**src/rtl/program_loader_if.sv**
```systemverilog
// Byte-stream input and program-memory write bus of the program loader.
// The master side is the loader; the slave side is the byte source plus program memory.
interface program_loader_if #(
    parameter int AW = 5
) ();
    logic [7:0]    byte_in;
    logic          byte_valid;
    logic          byte_ready;
    logic          mem_we;
    logic [AW-1:0] mem_addr;
    logic [31:0]   mem_wdata;

    modport master (
        input  byte_in,
        input  byte_valid,
        output byte_ready,
        output mem_we,
        output mem_addr,
        output mem_wdata
    );

    modport slave (
        output byte_in,
        output byte_valid,
        input  byte_ready,
        input  mem_we,
        input  mem_addr,
        input  mem_wdata
    );
endinterface

```
**src/rtl/program_loader.sv**
```systemverilog
// Serial program loader: a count byte N, then N big-endian 32-bit words are written
// to program memory while the CPU is held in reset.
module program_loader #(
    parameter int MEMORY_DEPTH = 32,
    parameter int AW           = 5
) (
    input  logic                  clk,
    input  logic                  reset,
    input  logic                  start,
    program_loader_if.master      bus,
    output logic                  cpu_reset,
    output logic                  load_done,
    output logic                  load_error,
    output logic [AW:0]           words_loaded
);
    typedef enum logic [2:0] {IDLE, COUNT, DATA, DONE, ERROR} stateT;

    localparam logic [31:0] depthLimit = 32'(MEMORY_DEPTH);

    stateT       state;
    stateT       nextState;
    logic [1:0]  byteCnt;
    logic [23:0] shiftReg;
    logic [AW:0] wordCount;
    logic        readyInt;
    logic        accept;
    logic        lastWord;

    assign readyInt       = (state == COUNT) || (state == DATA);
    assign accept         = bus.byte_valid && readyInt;
    assign lastWord       = (words_loaded + (AW+1)'(1)) == wordCount;
    assign bus.byte_ready = readyInt;
    assign load_done      = (state == DONE);
    assign load_error     = (state == ERROR);

    always_ff @(posedge clk) begin
        if (reset) begin
            state <= IDLE;
        end else begin
            state <= nextState;
        end
    end

    always_comb begin
        nextState = state;
        unique case (state)
            IDLE: begin
                if (start) nextState = COUNT;
            end
            COUNT: begin
                if (accept) begin
                    if (bus.byte_in == 8'd0) begin
                        nextState = DONE;
                    end else if ({24'd0, bus.byte_in} > depthLimit) begin
                        nextState = ERROR;
                    end else begin
                        nextState = DATA;
                    end
                end
            end
            DATA: begin
                if (accept && byteCnt == 2'd3 && lastWord) nextState = DONE;
            end
            DONE, ERROR: begin
                if (start) nextState = COUNT;
            end
            default: nextState = IDLE;
        endcase
    end

    always_ff @(posedge clk) begin
        if (reset) begin
            byteCnt       <= '0;
            shiftReg      <= '0;
            wordCount     <= '0;
            bus.mem_we    <= 1'b0;
            bus.mem_addr  <= '0;
            bus.mem_wdata <= '0;
            words_loaded  <= '0;
            cpu_reset     <= 1'b1;
        end else begin
            bus.mem_we <= 1'b0;
            // Registered so the CPU stays in reset through the final write strobe
            // and is re-held immediately when a new load starts from DONE.
            cpu_reset  <= !(state == DONE && nextState == DONE);

            if (nextState == COUNT && state != COUNT) begin
                words_loaded <= '0;
                byteCnt      <= '0;
            end

            if (accept && state == COUNT) begin
                wordCount <= (AW+1)'(bus.byte_in);
                byteCnt   <= '0;
            end

            if (accept && state == DATA) begin
                byteCnt <= byteCnt + 2'd1;
                if (byteCnt == 2'd3) begin
                    bus.mem_we    <= 1'b1;
                    bus.mem_addr  <= words_loaded[AW-1:0];
                    bus.mem_wdata <= {shiftReg, bus.byte_in};
                    words_loaded  <= words_loaded + (AW+1)'(1);
                end else begin
                    shiftReg <= {shiftReg[15:0], bus.byte_in};
                end
            end
        end
    end
endmodule

```
**src/flat_wrapper.sv**
```systemverilog
// flat-port wrapper written by rule: the top's interface ports become plain ports
module program_loader_flat 
#(
    parameter int MEMORY_DEPTH = 32,
    parameter int AW           = 5
)
  (clk, reset, start, cpu_reset, load_done, load_error, words_loaded, bus_byte_in, bus_byte_valid, bus_byte_ready, bus_mem_we, bus_mem_addr, bus_mem_wdata);
  program_loader_if #(.AW(AW)) bus_i ();
  input  logic clk;
  input  logic reset;
  input  logic start;
  output logic cpu_reset;
  output logic load_done;
  output logic load_error;
  output logic [AW:0] words_loaded;
  input wire logic [$bits(bus_i.byte_in)-1:0] bus_byte_in;
  input wire logic [$bits(bus_i.byte_valid)-1:0] bus_byte_valid;
  output wire logic [$bits(bus_i.byte_ready)-1:0] bus_byte_ready;
  output wire logic [$bits(bus_i.mem_we)-1:0] bus_mem_we;
  output wire logic [$bits(bus_i.mem_addr)-1:0] bus_mem_addr;
  output wire logic [$bits(bus_i.mem_wdata)-1:0] bus_mem_wdata;
  assign bus_i.byte_in = bus_byte_in;
  assign bus_i.byte_valid = bus_byte_valid;
  assign bus_byte_ready = bus_i.byte_ready;
  assign bus_mem_we = bus_i.mem_we;
  assign bus_mem_addr = bus_i.mem_addr;
  assign bus_mem_wdata = bus_i.mem_wdata;
  program_loader #(.MEMORY_DEPTH(MEMORY_DEPTH), .AW(AW)) u_core (.clk(clk), .reset(reset), .start(start), .bus(bus_i), .cpu_reset(cpu_reset), .load_done(load_done), .load_error(load_error), .words_loaded(words_loaded));
endmodule
```
**config.mk**
```make
export PLATFORM = sky130hd
export DESIGN_NAME = program_loader_flat
export DESIGN_NICKNAME = d
export VERILOG_FILES = /design/src/rtl/program_loader_if.sv /design/src/rtl/program_loader.sv /design/src/flat_wrapper.sv
export SDC_FILE = /design/constraint.sdc
export NUM_CORES = 1
export LEC_CHECK = 0
export BUFFER_PORTS_ARGS = -buffer_cell sky130_fd_sc_hd__buf_4
export CORE_ASPECT_RATIO = 1.5
export CORE_MARGIN = 1.5
export CORE_UTILIZATION = 59
export CTS_BUF_LIST = sky130_fd_sc_hd__clkbuf_16
export CTS_CLUSTER_DIAMETER = 100
export DETAILED_ROUTE_END_ITERATION = 8
export GPL_TIMING_DRIVEN = 0
export PLACE_DENSITY_LB_ADDON = 0.15
export SYNTH_ARGS = -nofsm -noshare
export SYNTH_HDL_FRONTEND = slang
export SYNTH_SLANG_ARGS = --single-unit
```
**constraint.sdc**
```tcl
create_clock -name clk -period 4.2 [get_ports clk]
set_clock_uncertainty 0.2 [all_clocks]
set_input_delay 0.84 -clock clk [delete_from_list [all_inputs] [get_ports clk]]
set_output_delay 0.84 -clock clk [all_outputs]
set_load 0.01 [all_outputs]
```
==> results by stage, run 1 <==
Place:
- During placement, the flow inserted port buffers numbering 58.
- The post-DP HPWL is 5350 um.
- The final RePlAce weighted congestion is 0.865.

Critical path:
- The worst setup path is launched from an input pin.
- The kind of capture point of the worst setup path is a register.
- The type of the worst setup path is input pin to register.
- The maximum single-stage delay on the critical path is 0.53 ns.
- The cell type group with the largest total delay on the critical path is compound AO/OA/AOI/OAI gates.
- The critical path data arrival time is 2.37 ns.
- The number of buffer and inverter stages on the critical path is 1.
- The required time of the critical path is between 4 and 5 ns.
- For this design, the slowest cell found on the critical path is or4_1.
- The signal on the critical path passes through buf_4, or4_1, nor2_1, a31oi_2, o21ai_1, o21ai_0.
- The critical-path maximum fanout is 5.

Clock network:
- Once the clock tree was built, the resizer swapped 0 gates to a different size.
- The clock net in this run drives a total of 80 sinks.
- Clock latency on the worst-skew pair, taken at its later pin, is 0.33 ns.
- No sink is reached through more buffers than the 2 on the longest clock path.
- Buffers inserted to repair hold after CTS numbered 0.
- After clock tree synthesis, the clock-pin slew on the worst setup and hold paths is approximately 0.060 ns.
- The number of clock buffers inserted by TritonCTS is 9.
- The clock tree root driver cell is clkbuf_16.
- In this run the number of H-tree levels came out at 3.
- The TritonCTS clock tree is done.
- In this run the post-CTS setup repair buffer count came out at 0.

Drt:
- The number of routed nets with antenna violations is 0.
- The post-detailed-routing wire length is 7700 um.
- The detail-routed via count per cell is 5.42.
- For this run, the detailed router's first-pass iteration total came to 4.
- The total via count after detailed routing is 2973.
- The wire length per cell after detailed routing is 14.0 um.
- The number of DRC violations after detailed-routing iteration 0 is 286.
- The number of design rule violations left after detail routing is 0.

Floorplanning:
- The total I/O pin count is 60.
- In this run the core area contains 32 standard-cell rows.
- The die footprint is 5820 um^2.
- The die is ~63 um wide.
- The floorplan step set the die height to 92.7 um.
- The core region is 5160 um^2.
- For this configuration, the core starts out at a cell density of 61.2%.

Logic synthesis:
- Of the post-synthesis cell area, the dominant cell type holds 50.6%.
- The flop and latch count out of synthesis is 80.
- nand2_1 is the most common cell in the netlist.
- Sequential cells were found to cover between 50% and 60% of the synthesized design area.
- During synthesis, Yosys emitted a total of 0 warnings.
- The number of distinct library cells after synthesis is 39.
- In the post-synthesis netlist, the biggest area contributors are dfxtp_1 (51%), nand2_1 (17%), a21oi_1 (11%), clkbuf_1 (2.7%), nor2_1 (1.7%).
- The commonest cells after synthesis are nand2_1 (147), dfxtp_1 (80), a21oi_1 (72), clkbuf_1 (23), nor2_1 (14).
- The post-synthesis average cell area is 7.77 um^2.
- The largest total area in the synthesized netlist belongs to dfxtp_1.
- The cell count after synthesis came out at 407.
- The synthesized design contains 0 enable-type register cells.
- The cell area after technology mapping is around 3200 um^2.
- The number of nets in the synthesized netlist is 421.
- For this run, the leading register cell type out of synthesis is dfxtp_1.
- After synthesis, the share of flip-flops with an asynchronous set or reset is 0%.

STA:
- The final hold violation count is 0.
- Hold timing on the final database bottoms out at a slack of 0.254 ns.
- The slew at the pin with the worst max-slew slack is roughly 0.72 ns.
- Setup repair after global routing left no endpoint under its margin.
- The clock period could shrink to 2.37 ns.
- The ratio of final minimum period to clock period is 56.4%.
- The aggregate negative setup slack is 0 ns.
- The final number of max-transition violations was 0.
- The worst relative slew slack is 52.0%.
- The number of setup violations in the final report is 0.
- Derived from the worst setup path, the maximum achievable clock frequency is 422 MHz.

Cells and area:
- The filler cells instantiated in the layout total 362.
- The synthesis-to-layout area growth is 26.3%.
- 0 antenna diodes ended up in the layout.
- The share of layout cells above drive strength 1 is 16.8%.
- The layout net count is 490.

Power:
- Total power for the finished layout comes to 0.00164 W.
- IR analysis of the VDD net gives a maximum drop of between 0.0002 and 0.0003 V.
- The power per cell area is 411 nW/um^2.
- The analysis attributes to cell leakage a power of 1.51 nW.

Min path:
- The path class of the lowest-slack min-delay path is register to register.

Status:
- The run finished with clean final reports.

Run:
- The max-cap violation count is 0.

Global routing:
- The first global-routing pass estimated approximately 13000 um of wire.
- The overall fraction of global-route tracks in use is 28.2%.
- The number of antenna violations at the first check in global routing came to 0.
- The number of global-route vias before repair came to roughly 2800.
- Summed over all layers, the global routing overflow is 0.
- The largest net degree at the start of global routing is 14.
-- worst reg2reg max path, delay by kind of cell (launching register included) --
family	cells	cell delay [ns]
buf+inv	2	0.58
simple gates	3	0.66
compound gates	2	0.21
flops	1	0.34
-- power breakdown --
part	switching, W	internal [W]
clock	0.000297	0.000515
sequential	0.00000401	0.000763
combinational	0.0000414	0.0000232
total	0.000343	0.00130
-- layout make-up --
| type | count | area, um^2 | share of cell area (%) |
|---|---|---|---|
| multi-input combinational | 296 | 1430 | 35.7 |
| buffer | 30 | 130 | 3.26 |
| sequential | 80 | 1600 | 40.1 |
| timing repair buffer | 58 | 435 | 10.9 |
| tap | 68 | 85.1 | 2.13 |
| clock inverter | 7 | 87.6 | 2.19 |
| clock buffer | 9 | 225 | 5.64 |
| inverter | 1 | 3.75 | 0.0939 |
-- path summary, 6_finish.rpt --
| check | from | end | slack, ns | depth (start not counted) |
|---|---|---|---|---|
| setup reg to reg | u_core.state[0] | u_core.words_loaded[5] | 2.08 | 7 |
| hold / removal | u_core.shiftReg[22] | u_core.bus.mem_wdata[30] | 0.25 | 2 |
| hold reg to reg | u_core.shiftReg[22] | u_core.bus.mem_wdata[30] | 0.25 | 2 |
| setup / recovery | bus_byte_in[1] | u_core.words_loaded[2] | 1.83 | 6 |
-- layer usage --
layer  global-route usage, %  part of all wire (%)  wire (um)
met1                    31.6                    40       3090
met2                    51.2                    53       4050
met3                    4.86                   4.3        328
met4                    13.7                   2.9        221
met5                       0                     0          0
-- per-stage QoR --
stage / std cells / util (%) / worst slack [ns] / cell area (um^2)
2_1_floorplan: 407 / - / 1.88 / 3160
3_3_place_gp: 533 / 71.3 / 1.54 / 3680
3_5_place_dp: 533 / 71.3 / 1.52 / 3680
4_1_cts: 549 / 77.4 / 1.85 / 4000
5_1_grt: 549 / 77.4 / 1.74 / 4000
6_report: 549 / 77.4 / 1.83 / 4000
-- cells in the final DEF (no fill, tap or decap), types with 2 or more instances in the layout --
cell and n:
a211oi_1 3, a21oi_1 72, and2_1 4, buf_2 5, buf_4 59, bufinv_16 2, clkbuf_1 23, clkbuf_16 9
clkinvlp_4 2, dfxtp_1 80, ha_1 2, inv_1 2, nand2_1 147, nand2b_1 8, nand3_1 2, nor2_1 14
nor2b_1 4, nor3_1 4, o211ai_1 3, o21ai_0 6, xnor2_1 4, xor2_1 4
-- flip-flops by register name, indices dropped and copies added (netlist names) --
register and cells:
u_core.bus.mem_we 1, u_core.state 3, u_core.cpu_reset 1, u_core.shiftReg 24, u_core.wordCount 6, u_core.byteCnt 2, u_core.words_loaded 6, u_core.bus.mem_wdata 32
u_core.bus.mem_addr 5
-- cell families after synthesis --
logic type	synth area share, %
buffers and inverters	4.23
and+or+nand+nor	25.1
AOI/OAI and AO/OA	16.7
muxes	0.316
DFF	50.6
adders and majority gates	0.791
xor gates and xnor gates	2.21
Power figures use the tool's default switching activity.
==> inputs of run 2 (changes only) <==
CORE_UTILIZATION = 49   (was 59)
clock period = 2.02 ns   (was 4.2 ns; I/O delays follow)
==> results by stage, run 2 (synthesis results as in run 1) <==
Clock network:
- The number of clock buffers inserted by TritonCTS is 9 (unchanged).
- The clock network latency to the later pin of the worst-skew pair is 0.33 ns (about the same).
- The number of clock sinks came to 80 (unchanged).
- The CTS clock-pin slew for the worst setup and hold paths is 0.06 ns (about the same).
- The total number of H-tree levels is 3 (unchanged).
- The TritonCTS clock tree is done.
- The clock tree root driver cell is clkbuf_16.
- The maximum root-to-sink buffer count is 2 (unchanged).

Cells and area:
- The top cell types in the final layout, fill and taps aside, are nand2_1 (147), dfxtp_1 (78), a21oi_1 (72), buf_4 (60), nor2_1 (13).
- The share of layout cells above drive strength 1 was 20.2% (+3.4 points).
- The flip-flop count of the largest register after layout is 32 (unchanged).
- The most common cell after layout, fill and taps aside is nand2_1.
- The fill cell total of the finished layout is 540 (+49%).
- The antenna diode count came to 0 (unchanged).
- The largest registers in the layout are u_core.bus.mem_wdata x32, u_core.shiftReg x24.
- The layout net count is 489 (-0.20%).
- The largest register by flop count is u_core.bus.mem_wdata.
- The synthesis-to-layout area growth is 27.3%.

STA:
- The worst hold-check slack came to 0.160 ns (-0.0936 ns).
- The worst setup margin is 0.0800 ns (-1.75 ns).
- The ratio of final minimum period to clock period is between 90 and 100%.
- Setup repair after global routing could not meet its margin everywhere.
- The final hold violation count was 0 (unchanged).
- The number of setup violations in the final report is 0 (unchanged).
- The worst relative slew slack was 55.4% (+3.4 points).
- The final number of max-transition violations was 0 (unchanged).
- The slew at the pin with the worst max-slew slack is 0.667 ns (-0.0508 ns).
- After layout, the minimum clock period comes to between 1.5 and 2 ns.
- The upper clock frequency limit is 515 MHz.

Drt:
- The number of design rule violations left after detail routing is 0 (unchanged).
- The total iterations of the first detailed-routing run is 5 (+1).
- The post-detailed-routing wire length is 7940 um (+3.2%).
- The detail-routed via count per cell came to 5.31 (-1.9%).
- The number of DRC violations after detailed-routing iteration 0 is 204 (-29%).
- The wire length per cell after detailed routing is 14.3 um (+2.2%).
- The number of routed nets with antenna violations is 0 (unchanged).
- The total via count after detailed routing is 2942 (-1.0%).

Place:
- The post-DP HPWL is 5510 um (+2.9%).
- The setup slack at placement is -0.251 ns (-1.77 ns).
- The number of port buffers is 58 (unchanged).
- The final RePlAce weighted congestion is 0.830 (-4.0%).

Min path:
- The min-delay analysis places its worst path in the category input pin to register.

Critical path:
- The type of the worst setup path is register to register.
- The type of origin of the critical path is a register.
- The worst setup path is captured at a register.
- The critical-path maximum fanout is 8 (+3).
- The critical path data arrival time was 2.00 ns (-0.37 ns).
- The required time of the critical path is 2.08 ns (-2.12 ns).

Floorplanning:
- The height of the die was 101 um (+9.4%).
- The initial cell density of the core is 51.2% (-10 points).
- The x dimension of the die is 68.6 um (+9.3%).
- The area of the core was 6170 um^2 (+20%).
- The die footprint is 6960 um^2 (+20%).
- The total I/O pin count is 60 (unchanged).
- The number of rows created at floorplan is 35 (+9.4%).

Global routing:
- The number of antenna violations at the first check in global routing is 0 (unchanged).
- The global-route congestion overflow total is 0 (unchanged).
- The number of global-route vias before repair was 2849 (+1.1%).
- The largest net degree at the start of global routing is 15 (+1).
- The overall fraction of global-route tracks in use was 24.7% (-3.5 points).
- The global-route wire length before repair is 12900 um (+0.16%).

Run:
- The max-cap violation count is 0 (unchanged).

Power:
- The largest voltage drop on the vdd net is 0.000668 V (+130%).
- The power per cell area is 825 nW/um^2 (+100%).
- The static power due to leakage is 1.53 nW (+1.4%).

Status:
- The flow ran to the end, and the final reports show no timing, DRC or antenna violations.
==> run 2: changes by cell type in the layout (fill, tap and decap cells not counted), moves of 2 or more <==
cell      change
dfxtp_2       +2
clkbuf_2      +9
clkinv_4      +2
buf_2         -3
dfxtp_1       -2
clkbuf_4      +3
clkbuf_1     -12
==> run 2: per-stage QoR <==
step                utilization (%)  cell area, um^2  total power (W)  instances  setup TNS (ns)
detailed placement             59.8             3690          0.00176        539           -1.27
finish                         65.2             4030          0.00332        554               0
global route                   65.2             4030          0.00343        554         -0.0167
CTS                            64.7             4000          0.00334        555               0
global placement               59.8             3690          0.00176        539          -0.963
floorplan                         -             3160          0.00170        407               0
==> run 2: path summary, 6_finish.rpt <==
check	slack, ns	end	cells after the start	startpoint
worst max-delay path	0.08	u_core.state[0]	6	u_core.words_loaded[0]
worst min register to register	0.25	u_core.bus.mem_wdata[29]	2	u_core.shiftReg[21]
worst min-delay path	0.16	u_core.wordCount[3]	3	bus_byte_in[3]
worst max register to register	0.08	u_core.state[0]	6	u_core.words_loaded[0]
==> run 2: worst max-delay path, stage by stage (launching register included) <==
cell,delay [ns]
dfxtp_2,0.37
ha_1,0.33
xor2_1,0.15
a211oi_1,0.17
o311ai_1,0.13
o41a_1,0.42
nor2_1,0.10
==> run 2: report_power, final <==
group | internal (W) | switching [W] | total (W) | leakage (nW)
logic | 0.0000490 | 0.0000859 | 0.000135 | 0.742
registers | 0.00159 | 0.00000764 | 0.00159 | 0.646
clock network | 0.000956 | 0.000638 | 0.00159 | 0.139
==> run 2: routing by layer <==
metal | global-route usage (%) | vias to the layer above | share of wire (%)
met5 | 0 | - | 0
met4 | 11.7 | 0 | 3.2
met3 | 4.78 | 24 | 3.3
met2 | 42.8 | 64 | 52
met1 | 28.2 | 1378 | 42
li1 | - | 1476 | -
==> run 2: what timing repair did <==
action                     in CTS  in global routing
resized for setup               3                 25
hold buffers                    0                  0
setup buffers                   0                  1
pin swaps                       0                  2
setup endpoints to repair       5                 57
==> run 2: area by class of cell <==
cell class / count / area (um^2) / share of cell area, %
plain buffers: 28 / 149 / 3.70
clock buffers: 9 / 225 / 5.60
clock inverters: 7 / 73.8 / 1.83
inverters: 1 / 3.75 / 0.0933
multi-input cells: 296 / 1430 / 35.6
flip-flops and latches: 80 / 1600 / 39.9
well taps: 74 / 92.6 / 2.30
repair buffers: 59 / 443 / 11.0
